<file path="src/rtl/clock_div_pkg.sv">
// rtl/clock_div_pkg.sv - shared constants and helpers for the clock divider block
package clock_div_pkg;

   localparam int unsigned CLK_FREQ_HZ = 100_000_000;

   function automatic int unsigned half_for_hz(input int unsigned f);
      return CLK_FREQ_HZ / (2 * f);
   endfunction

   // A HALF of 1 still needs one counter bit to keep the port widths legal.
   function automatic int cnt_width(input int unsigned half);
      return (half <= 1) ? 1 : $clog2(half);
   endfunction

   localparam int unsigned DEF_DCLK_HALF  = half_for_hz(25_000_000);
   localparam int unsigned DEF_SEG_HALF   = 131072;
   localparam int unsigned DEF_SCORE_HALF = half_for_hz(1);
   localparam int unsigned DEF_PLR_HALF   = half_for_hz(10);
   localparam int unsigned DEF_GAME_HALF  = half_for_hz(20);

endpackage

</file>
<file path="src/rtl/clock_div_if.sv">
// rtl/clock_div_if.sv - divided clock outputs bundle; strobes present under CLOCK_DIV_STROBE_EN
interface clock_div_if;

   logic dclk;
   logic segclk;
   logic scoreclk;
   logic plrclk;
   logic gameclk;
`ifdef CLOCK_DIV_STROBE_EN
   logic seg_stb;
   logic score_stb;
   logic plr_stb;
   logic game_stb;
`endif

`ifdef CLOCK_DIV_STROBE_EN
   modport master (output dclk, segclk, scoreclk, plrclk, gameclk,
                   seg_stb, score_stb, plr_stb, game_stb);
   modport slave  (input  dclk, segclk, scoreclk, plrclk, gameclk,
                   seg_stb, score_stb, plr_stb, game_stb);
`else
   modport master (output dclk, segclk, scoreclk, plrclk, gameclk);
   modport slave  (input  dclk, segclk, scoreclk, plrclk, gameclk);
`endif

endinterface

</file>
<file path="src/rtl/clock_div_stage.sv">
// rtl/clock_div_stage.sv - one toggle divider, out = f_clk/(2*HALF); stb under CLOCK_DIV_STROBE_EN
module clock_div_stage
   import clock_div_pkg::*;
#(
   parameter int unsigned HALF = 2
) (
   input  logic clk,
   input  logic clr,
`ifdef CLOCK_DIV_STROBE_EN
   output logic stb,
`endif
   output logic out
);

   localparam int W = cnt_width(HALF);
   localparam logic [W-1:0] LAST = W'(HALF - 1);
   localparam logic [W-1:0] ONE  = W'(1);

   logic [W-1:0] cnt;
   logic         tick;

   assign tick = (cnt == LAST);

   always_ff @(posedge clk) begin
      if (clr) begin
         cnt <= '0;
         out <= 1'b0;
      end else if (tick) begin
         cnt <= '0;
         out <= ~out;
      end else begin
         cnt <= cnt + ONE;
      end
   end

`ifdef CLOCK_DIV_STROBE_EN
   // Fires on the same edge that takes out from 0 to 1.
   always_ff @(posedge clk) begin
      if (clr) begin
         stb <= 1'b0;
      end else begin
         stb <= tick & ~out;
      end
   end
`endif

endmodule

</file>
<file path="src/rtl/clock_div.sv">
// rtl/clock_div.sv - game clock generator top; optional strobes under CLOCK_DIV_STROBE_EN
module clock_div
   import clock_div_pkg::*;
#(
   parameter int unsigned DCLK_HALF  = DEF_DCLK_HALF,
   parameter int unsigned SEG_HALF   = DEF_SEG_HALF,
   parameter int unsigned SCORE_HALF = DEF_SCORE_HALF,
   parameter int unsigned PLR_HALF   = DEF_PLR_HALF,
   parameter int unsigned GAME_HALF  = DEF_GAME_HALF
) (
   input  logic         clk,
   input  logic         clr,
   clock_div_if.master  clks
);

`ifdef CLOCK_DIV_STROBE_EN
   logic dclk_stb_unused;

   clock_div_stage #(.HALF(DCLK_HALF)) u_dclk (
      .clk(clk), .clr(clr), .stb(dclk_stb_unused), .out(clks.dclk));
   clock_div_stage #(.HALF(SEG_HALF)) u_seg (
      .clk(clk), .clr(clr), .stb(clks.seg_stb), .out(clks.segclk));
   clock_div_stage #(.HALF(SCORE_HALF)) u_score (
      .clk(clk), .clr(clr), .stb(clks.score_stb), .out(clks.scoreclk));
   clock_div_stage #(.HALF(PLR_HALF)) u_plr (
      .clk(clk), .clr(clr), .stb(clks.plr_stb), .out(clks.plrclk));
   clock_div_stage #(.HALF(GAME_HALF)) u_game (
      .clk(clk), .clr(clr), .stb(clks.game_stb), .out(clks.gameclk));
`else
   clock_div_stage #(.HALF(DCLK_HALF)) u_dclk (
      .clk(clk), .clr(clr), .out(clks.dclk));
   clock_div_stage #(.HALF(SEG_HALF)) u_seg (
      .clk(clk), .clr(clr), .out(clks.segclk));
   clock_div_stage #(.HALF(SCORE_HALF)) u_score (
      .clk(clk), .clr(clr), .out(clks.scoreclk));
   clock_div_stage #(.HALF(PLR_HALF)) u_plr (
      .clk(clk), .clr(clr), .out(clks.plrclk));
   clock_div_stage #(.HALF(GAME_HALF)) u_game (
      .clk(clk), .clr(clr), .out(clks.gameclk));
`endif

endmodule

</file>
<file path="src/flat_wrapper.sv">
// flat-port wrapper written by rule: the top's interface ports become plain ports
module clock_div_flat import clock_div_pkg::*;
#(
   parameter int unsigned DCLK_HALF  = DEF_DCLK_HALF,
   parameter int unsigned SEG_HALF   = DEF_SEG_HALF,
   parameter int unsigned SCORE_HALF = DEF_SCORE_HALF,
   parameter int unsigned PLR_HALF   = DEF_PLR_HALF,
   parameter int unsigned GAME_HALF  = DEF_GAME_HALF
)
  (clk, clr, clks_dclk, clks_segclk, clks_scoreclk, clks_plrclk, clks_gameclk);
  clock_div_if clks_i ();
  input  logic clk;
  input  logic clr;
  output wire logic [$bits(clks_i.dclk)-1:0] clks_dclk;
  output wire logic [$bits(clks_i.segclk)-1:0] clks_segclk;
  output wire logic [$bits(clks_i.scoreclk)-1:0] clks_scoreclk;
  output wire logic [$bits(clks_i.plrclk)-1:0] clks_plrclk;
  output wire logic [$bits(clks_i.gameclk)-1:0] clks_gameclk;
  assign clks_dclk = clks_i.dclk;
  assign clks_segclk = clks_i.segclk;
  assign clks_scoreclk = clks_i.scoreclk;
  assign clks_plrclk = clks_i.plrclk;
  assign clks_gameclk = clks_i.gameclk;
  clock_div #(.DCLK_HALF(DCLK_HALF), .SEG_HALF(SEG_HALF), .SCORE_HALF(SCORE_HALF), .PLR_HALF(PLR_HALF), .GAME_HALF(GAME_HALF)) u_core (.clk(clk), .clr(clr), .clks(clks_i));
endmodule
</file>
<file path="config.mk">
export PLATFORM = sky130hd
export DESIGN_NAME = clock_div_flat
export DESIGN_NICKNAME = d
export VERILOG_FILES = /design/src/rtl/clock_div_pkg.sv /design/src/rtl/clock_div_if.sv /design/src/rtl/clock_div_stage.sv /design/src/rtl/clock_div.sv /design/src/flat_wrapper.sv
export SDC_FILE = /design/constraint.sdc
export NUM_CORES = 1
export LEC_CHECK = 0
export BUFFER_PORTS_ARGS = -buffer_cell sky130_fd_sc_hd__buf_2
export CAP_MARGIN = 20
export CORE_MARGIN = 4
export CORE_UTILIZATION = 62
export CTS_CLUSTER_DIAMETER = 120
export DETAILED_ROUTE_END_ITERATION = 8
export GPL_TIMING_DRIVEN = 0
export PLACE_DENSITY = 0.79
export SYNTH_ARGS = -nofsm -noshare
export SYNTH_HDL_FRONTEND = slang
export SYNTH_HIERARCHICAL = 1
export SYNTH_SLANG_ARGS = --single-unit
</file>
<file path="constraint.sdc">
create_clock -name clk -period 2.6 [get_ports clk]
set_clock_uncertainty 0.1 [all_clocks]
set_input_delay 0.26 -clock clk [delete_from_list [all_inputs] [get_ports clk]]
set_output_delay 0.26 -clock clk [all_outputs]
set_load 0.05 [all_outputs]
</file>
==> results of run 1 <==
cell families (layout without fill, tap and decap cells):
family / count (synthesis) / in the layout / synth area share
xor gates and xnor gates: 45 / 45 / 0.0922
and+or+nand+nor: 237 / 237 / 0.310
adders and majority gates: 5 / 5 / 0.0146
AOI/OAI and AO/OA: 73 / 73 / 0.101
DFF: 94 / 94 / 0.440
muxes: 4 / 4 / 0.00936
buffers and inverters: 30 / 50 / 0.0331
per-stage QoR:
| step | instances | cell area, um2 | utilization |
|---|---|---|---|
| floorplan | 488 | 4280 | - |
| global placement | 574 | 4410 | 0.652 |
| detailed placement | 574 | 4410 | 0.652 |
| CTS | 588 | 4600 | 0.681 |
| global route | 588 | 4600 | 0.681 |
| finish | 588 | 4600 | 0.681 |
power breakdown:
group          leakage, nW  switching (mW)  internal [mW]
Clock                0.102           0.460          0.493
Combinational        0.629          0.0512         0.0279
Sequential           0.760          0.0216           1.46
registers in the layout, indices dropped and copies added, names as in the netlist, 17 cells and up:
| register | flops |
|---|---|
| u_core/u_seg/cnt | 17 |
| u_core/u_game/cnt | 22 |
| u_core/u_plr/cnt | 23 |
| u_core/u_score/cnt | 26 |
area by class of cell:
cell class	count	area (um2)
Buffer	13	77.6
Timing Repair Buffer	6	30.0
Fill cell	568	2150
Clock buffer	12	155
Sequential cell	94	1880
Inverter	16	60.1
Multi-Input combinational cell	364	2250
Tap cell	80	100
Clock inverter	3	43.8
synth_stat cells, types with 2 or more instances:
library cell | n | area (um2)
or4_4 | 3 | 33.8
or4_1 | 17 | 128
nand4_2 | 3 | 37.5
nand4_1 | 24 | 150
mux2i_1 | 4 | 40.0
nand3_1 | 25 | 125
and3_1 | 4 | 25.0
or2_2 | 2 | 12.5
nor4b_1 | 2 | 17.5
buf_2 | 4 | 20.0
o21ai_0 | 18 | 90.1
a21oi_1 | 32 | 160
or3_1 | 23 | 144
xnor2_1 | 26 | 228
nor3_1 | 8 | 40.0
nand2_1 | 30 | 113
buf_6 | 2 | 22.5
and3_2 | 2 | 15.0
and2_1 | 10 | 62.6
o31ai_1 | 14 | 105
nor2_1 | 58 | 218
buf_4 | 2 | 15.0
inv_1 | 16 | 60.1
o21a_1 | 2 | 15.0
xor2_1 | 19 | 166
ha_1 | 5 | 62.6
and4_1 | 5 | 43.8
nor4_1 | 13 | 81.3
o21bai_1 | 2 | 15.0
clkbuf_1 | 4 | 15.0
dfxtp_1 | 94 | 1880
path summary, 6_finish.rpt:
| path | start | endpoint | slack (ns) | depth (start not counted) |
|---|---|---|---|---|
| setup reg to reg | u_core/u_game/cnt[0] | u_core/u_game/cnt[16] | 0.24 | 6 |
| setup / recovery | u_core/u_game/cnt[0] | u_core/u_game/cnt[16] | 0.24 | 6 |
| hold / removal | clr | u_core/u_dclk/cnt | 0.18 | 2 |
| hold reg to reg | u_core/u_dclk/cnt | u_core/u_dclk/cnt | 0.34 | 1 |
layer usage:
metal	vias to the layer above	GRT usage	wire length, um
met4	0	0.0741	114
met3	9	0.0414	291
met1	1635	0.257	3570
met5	-	0	0
met2	73	0.354	4010
li1	1798	-	-
==> flow_summary.toml, run 1 <==
[global_routing]
grt_first_pass_wirelength_mm = 14.5
grt_max_degree = 19
grt-ovfl-total = 0
grt_usage = 0.207
grt_pass1_vias = 3356
antenna_found_initial = 0

[cts]
cts.clk_slew.worst_paths_ns = 0.08
postCtsSetupBuffers = 0
cts_made_buffers = 9
cts_tree = "built"
cts_hold_buf = 0
cts.sinks = 94
htreeDepth = 3
clock_latency_ns = 0.34
clk_path_buf_depth = 2
cts-root-buf = "clkbuf_8"
cts_resized = 0

[worst_setup_path]
crit_path_end_kind = "register"
crit_required_ns = 2.71
path_cells = "ha_1, nand4_2, or3_1, o21bai_1, clkbuf_1, nor2_1"
start_kind = "register"
cp_slowest_stage_delay_ns = 0.46
worst-setup-path-type = "reg -> reg"
crit_slowest_cell = "or3_1"
cp.arrival_ns = 2.48
critPathMaxFanout = 10
cp_num_buf_inv = 1
crit_family = "simple AND/OR/NAND/NOR gates"

[die]
core_area_um2 = 6760
dieArea_um2 = 8290
die_height_um = 91.1
io_pins = 7
num_rows = 30
die_w_um = 91.1
start_util = 0.633

[synthesis]
ys_seq_area_frac = 0.440
syn-cell-area_um2 = 4280
synth_ff_type = "dfxtp_1"
yosysWarnings = 6
synthesis.nets = 495
synth.distinct_cells = 46
syn_inst = 488
syn_area_per_cell_um2 = 8.76
synth_edf_count = 0
ys_async_sr_fraction = 0
ys_ff_latch = 94

[timing]
max_slew_margin = 0.705
period_minus_slack_ns = 2.36
slew_viol_final = 0
worst_slew_pin_slew_ns = 0.439
rsz0062_at_grt = "no"
hold_viol = 0
max_freq_mhz = 423
setup_viol = 0
fin_hold_ws_ns = 0.178
worst_slack_ns = 0.237
setup_tns_ns = 0
finalCritPeriodShare = 0.909

[outcome]
status = "completed"

[placement]
hpwl_mm = 5.67
globalplace.congestion = 0.845
dp_slack_ns = -0.00638
port-buffer-count = 6

[cells_and_area]
final_cell_mix = "dfxtp_1 (94), nor2_1 (58), a21oi_1 (32)"
final_layout_size_suffix_gt1_frac = 0.0906
layout_commonest_cell = "dfxtp_1"
area.growth.synth_to_final_pct = 7.61
diodes = 0
nets = 511

[detailed_routing]
drt_first_pass_iters = 4
wl_per_cell_um = 13.6
detail-route-antenna-nets = 0
routed_wl_mm = 7.99
drc_errors = 0
viasPerCell = 5.98
num_vias = 3515
drt_iter0_drc = 165

[power]
ir_worst_vdd_v = 0.000418
cellPowerDensity_nw_per_um2 = 546
power_leakage_nw = 1.49
fin_total_pwr_mw = 2.51

[run]
maxCapViolations = 0

[hold_path]
min_path_type = "in -> reg"
No activity file was read; power rests on OpenSTA's default activity.
==> run 2, diff against run 1 <==
REMOVE_ABC_BUFFERS = 1   (was unset)
==> run 2 against run 1 <==
Critical path depth shrank 1. Cell count decreased by 2.2%. Fmax up 2.2%. Register-to-register slack improved by 0.05 ns. Hold slack worse by 0.024 ns. Die area unchanged. Worst setup slack improved by 0.051 ns. Critical path type unchanged.
==> flow_summary.toml, run 2 (synthesized netlist as in run 1, its figures left out) <==
[cells_and_area]
layout_commonest_cell = "dfxtp_1"
fillers = 564
final_layout_size_suffix_gt1_frac = 0.0788
nets = 498
fin_util = 0.676
reg_top3 = "u_core/u_score/cnt x26, u_core/u_plr/cnt x23, u_core/u_game/cnt x22"
final_cell_mix = "dfxtp_1 (94), nor2_1 (58), a21oi_1 (32)"
regArea_um2 = 1880
area.growth.synth_to_final_pct = 6.88
diodes = 0
largest_reg_flops = 26
multi_input_comb_area_um2 = 2280
regMostFlops = "u_core/u_score/cnt"

[timing]
finalCritPeriodShare = 0.889
slew_viol_final = 0
period_minus_slack_ns = 2.31
setup_tns_ns = 0
fin_hold_ws_ns = 0.155
rsz0062_at_grt = "no"
worst_slew_pin_slew_ns = 0.950
hold_viol = 0
max_slew_margin = 0.366
max_freq_mhz = 432
setup_viol = 0

[worst_setup_path]
crit_path_end_kind = "register"
crit_start = "u_core/u_score/cnt[0]"
rr_startpoint = "u_core/u_score/cnt[0]"
crit_required_ns = 2.78
critPathMaxFanout = 9
r2r_cells = 5
crit_slowest_cell = "or4_1"
cp.arrival_ns = 2.49
r2r_end = "u_core/u_score/cnt[24]"
start_kind = "register"
path_cells = "ha_1, nand4_1, or4_1, or4_1, a21oi_1"
cp_slowest_stage_delay_ns = 0.68
r2r_slack_ns = 0.29
crit_path_frequent_cell = "or4_1"
worst-setup-path-type = "reg -> reg"

[global_routing]
grt_max_degree = 25
grt_first_pass_wirelength_mm = 14.0
grt-ovfl-total = 0
grt_usage = 0.199
grt_pass1_vias = 3330
antenna_found_initial = 0

[placement]
port-buffer-count = 6
hpwl_mm = 5.25
globalplace.congestion = 0.869

[cts]
cts.sinks = 94
htreeDepth = 3
cts.clk_slew.worst_paths_ns = 0.09
clock_latency_ns = 0.35
clk_path_buf_depth = 2
cts_hold_buf = 0
cts_tree = "built"
cts_made_buffers = 9
cts-root-buf = "clkbuf_8"

[power]
power_leakage_nw = 1.46
ir_worst_vdd_v = 0.000361
cellPowerDensity_nw_per_um2 = 575

[die]
start_util = 0.633
num_rows = 30
io_pins = 7
core_area_um2 = 6760
die_height_um = 91.1
dieArea_um2 = 8290
die_w_um = 91.1

[detailed_routing]
viasPerCell = 6.07
detail-route-antenna-nets = 0
drt_first_pass_iters = 5
wl_per_cell_um = 13.6
drt_iter0_drc = 159
drc_errors = 0
routed_wl_mm = 7.84
num_vias = 3492

[hold_path]
hold_end = "u_core/u_dclk/cnt"
min_path_type = "in -> reg"
hold_start = "clr"
holdPathStages = 2

[outcome]
status = "completed"

[run]
maxCapViolations = 0
run 2: repair_timing:
action	in CTS	in global routing
resized for setup	0	2
buffers inserted	0	0
endpoints found under the setup margin	0	28
hold endpoints to repair	0	0
run 2: layout make-up:
cell class | count | area share
Inverter | 16 | 0.0131
Tap cell | 80 | 0.0219
Multi-Input combinational cell | 364 | 0.498
Clock inverter | 3 | 0.0148
Timing Repair Buffer | 6 | 0.00657
Sequential cell | 94 | 0.412
Clock buffer | 12 | 0.0339
run 2: stage by stage:
step	instance area, um2	setup WS, ns	std cells	power [mW]
floorplan	4200	0.262	474	1.56
global placement	4330	-0.227	560	1.58
detailed placement	4330	0.0229	560	1.59
CTS	4560	0.0111	575	2.66
global route	4570	0.0597	575	2.72
finish	4570	0.288	575	2.63
run 2: worst max path at each step:
stage	cells after the start	endpoint	slack [ns]
after floorplan	5	u_core/u_game/cnt[10]	0.26
after global placement	5	u_core/u_game/cnt[12]	-0.23
after detailed placement	4	u_core/u_score/cnt[7]	0.02
after CTS	4	u_core/u_score/cnt[7]	0.01
after global routing	8	u_core/u_seg/cnt[14]	0.06
final	5	u_core/u_score/cnt[24]	0.29
run 2: critical path: cells and delay by family, from the launching register on:
family                     cells  cell delay, ns
AOI/OAI and AO/OA              1            0.14
adders and majority gates      1            0.28
DFF                            1            0.40
and+or+nand+nor                3            1.35
run 2: where the power goes:
group	internal (mW)	switching (mW)
clock	0.590	0.482
sequential	1.46	0.0220
combinational	0.0255	0.0501
run 2: per-layer routing:
layer	vias up	share of wire	track usage
met2	48	0.49	0.342
met5	-	0	0
met1	1666	0.47	0.240
met4	0	0.0098	0.0616
li1	1771	-	-
met3	7	0.029	0.0547
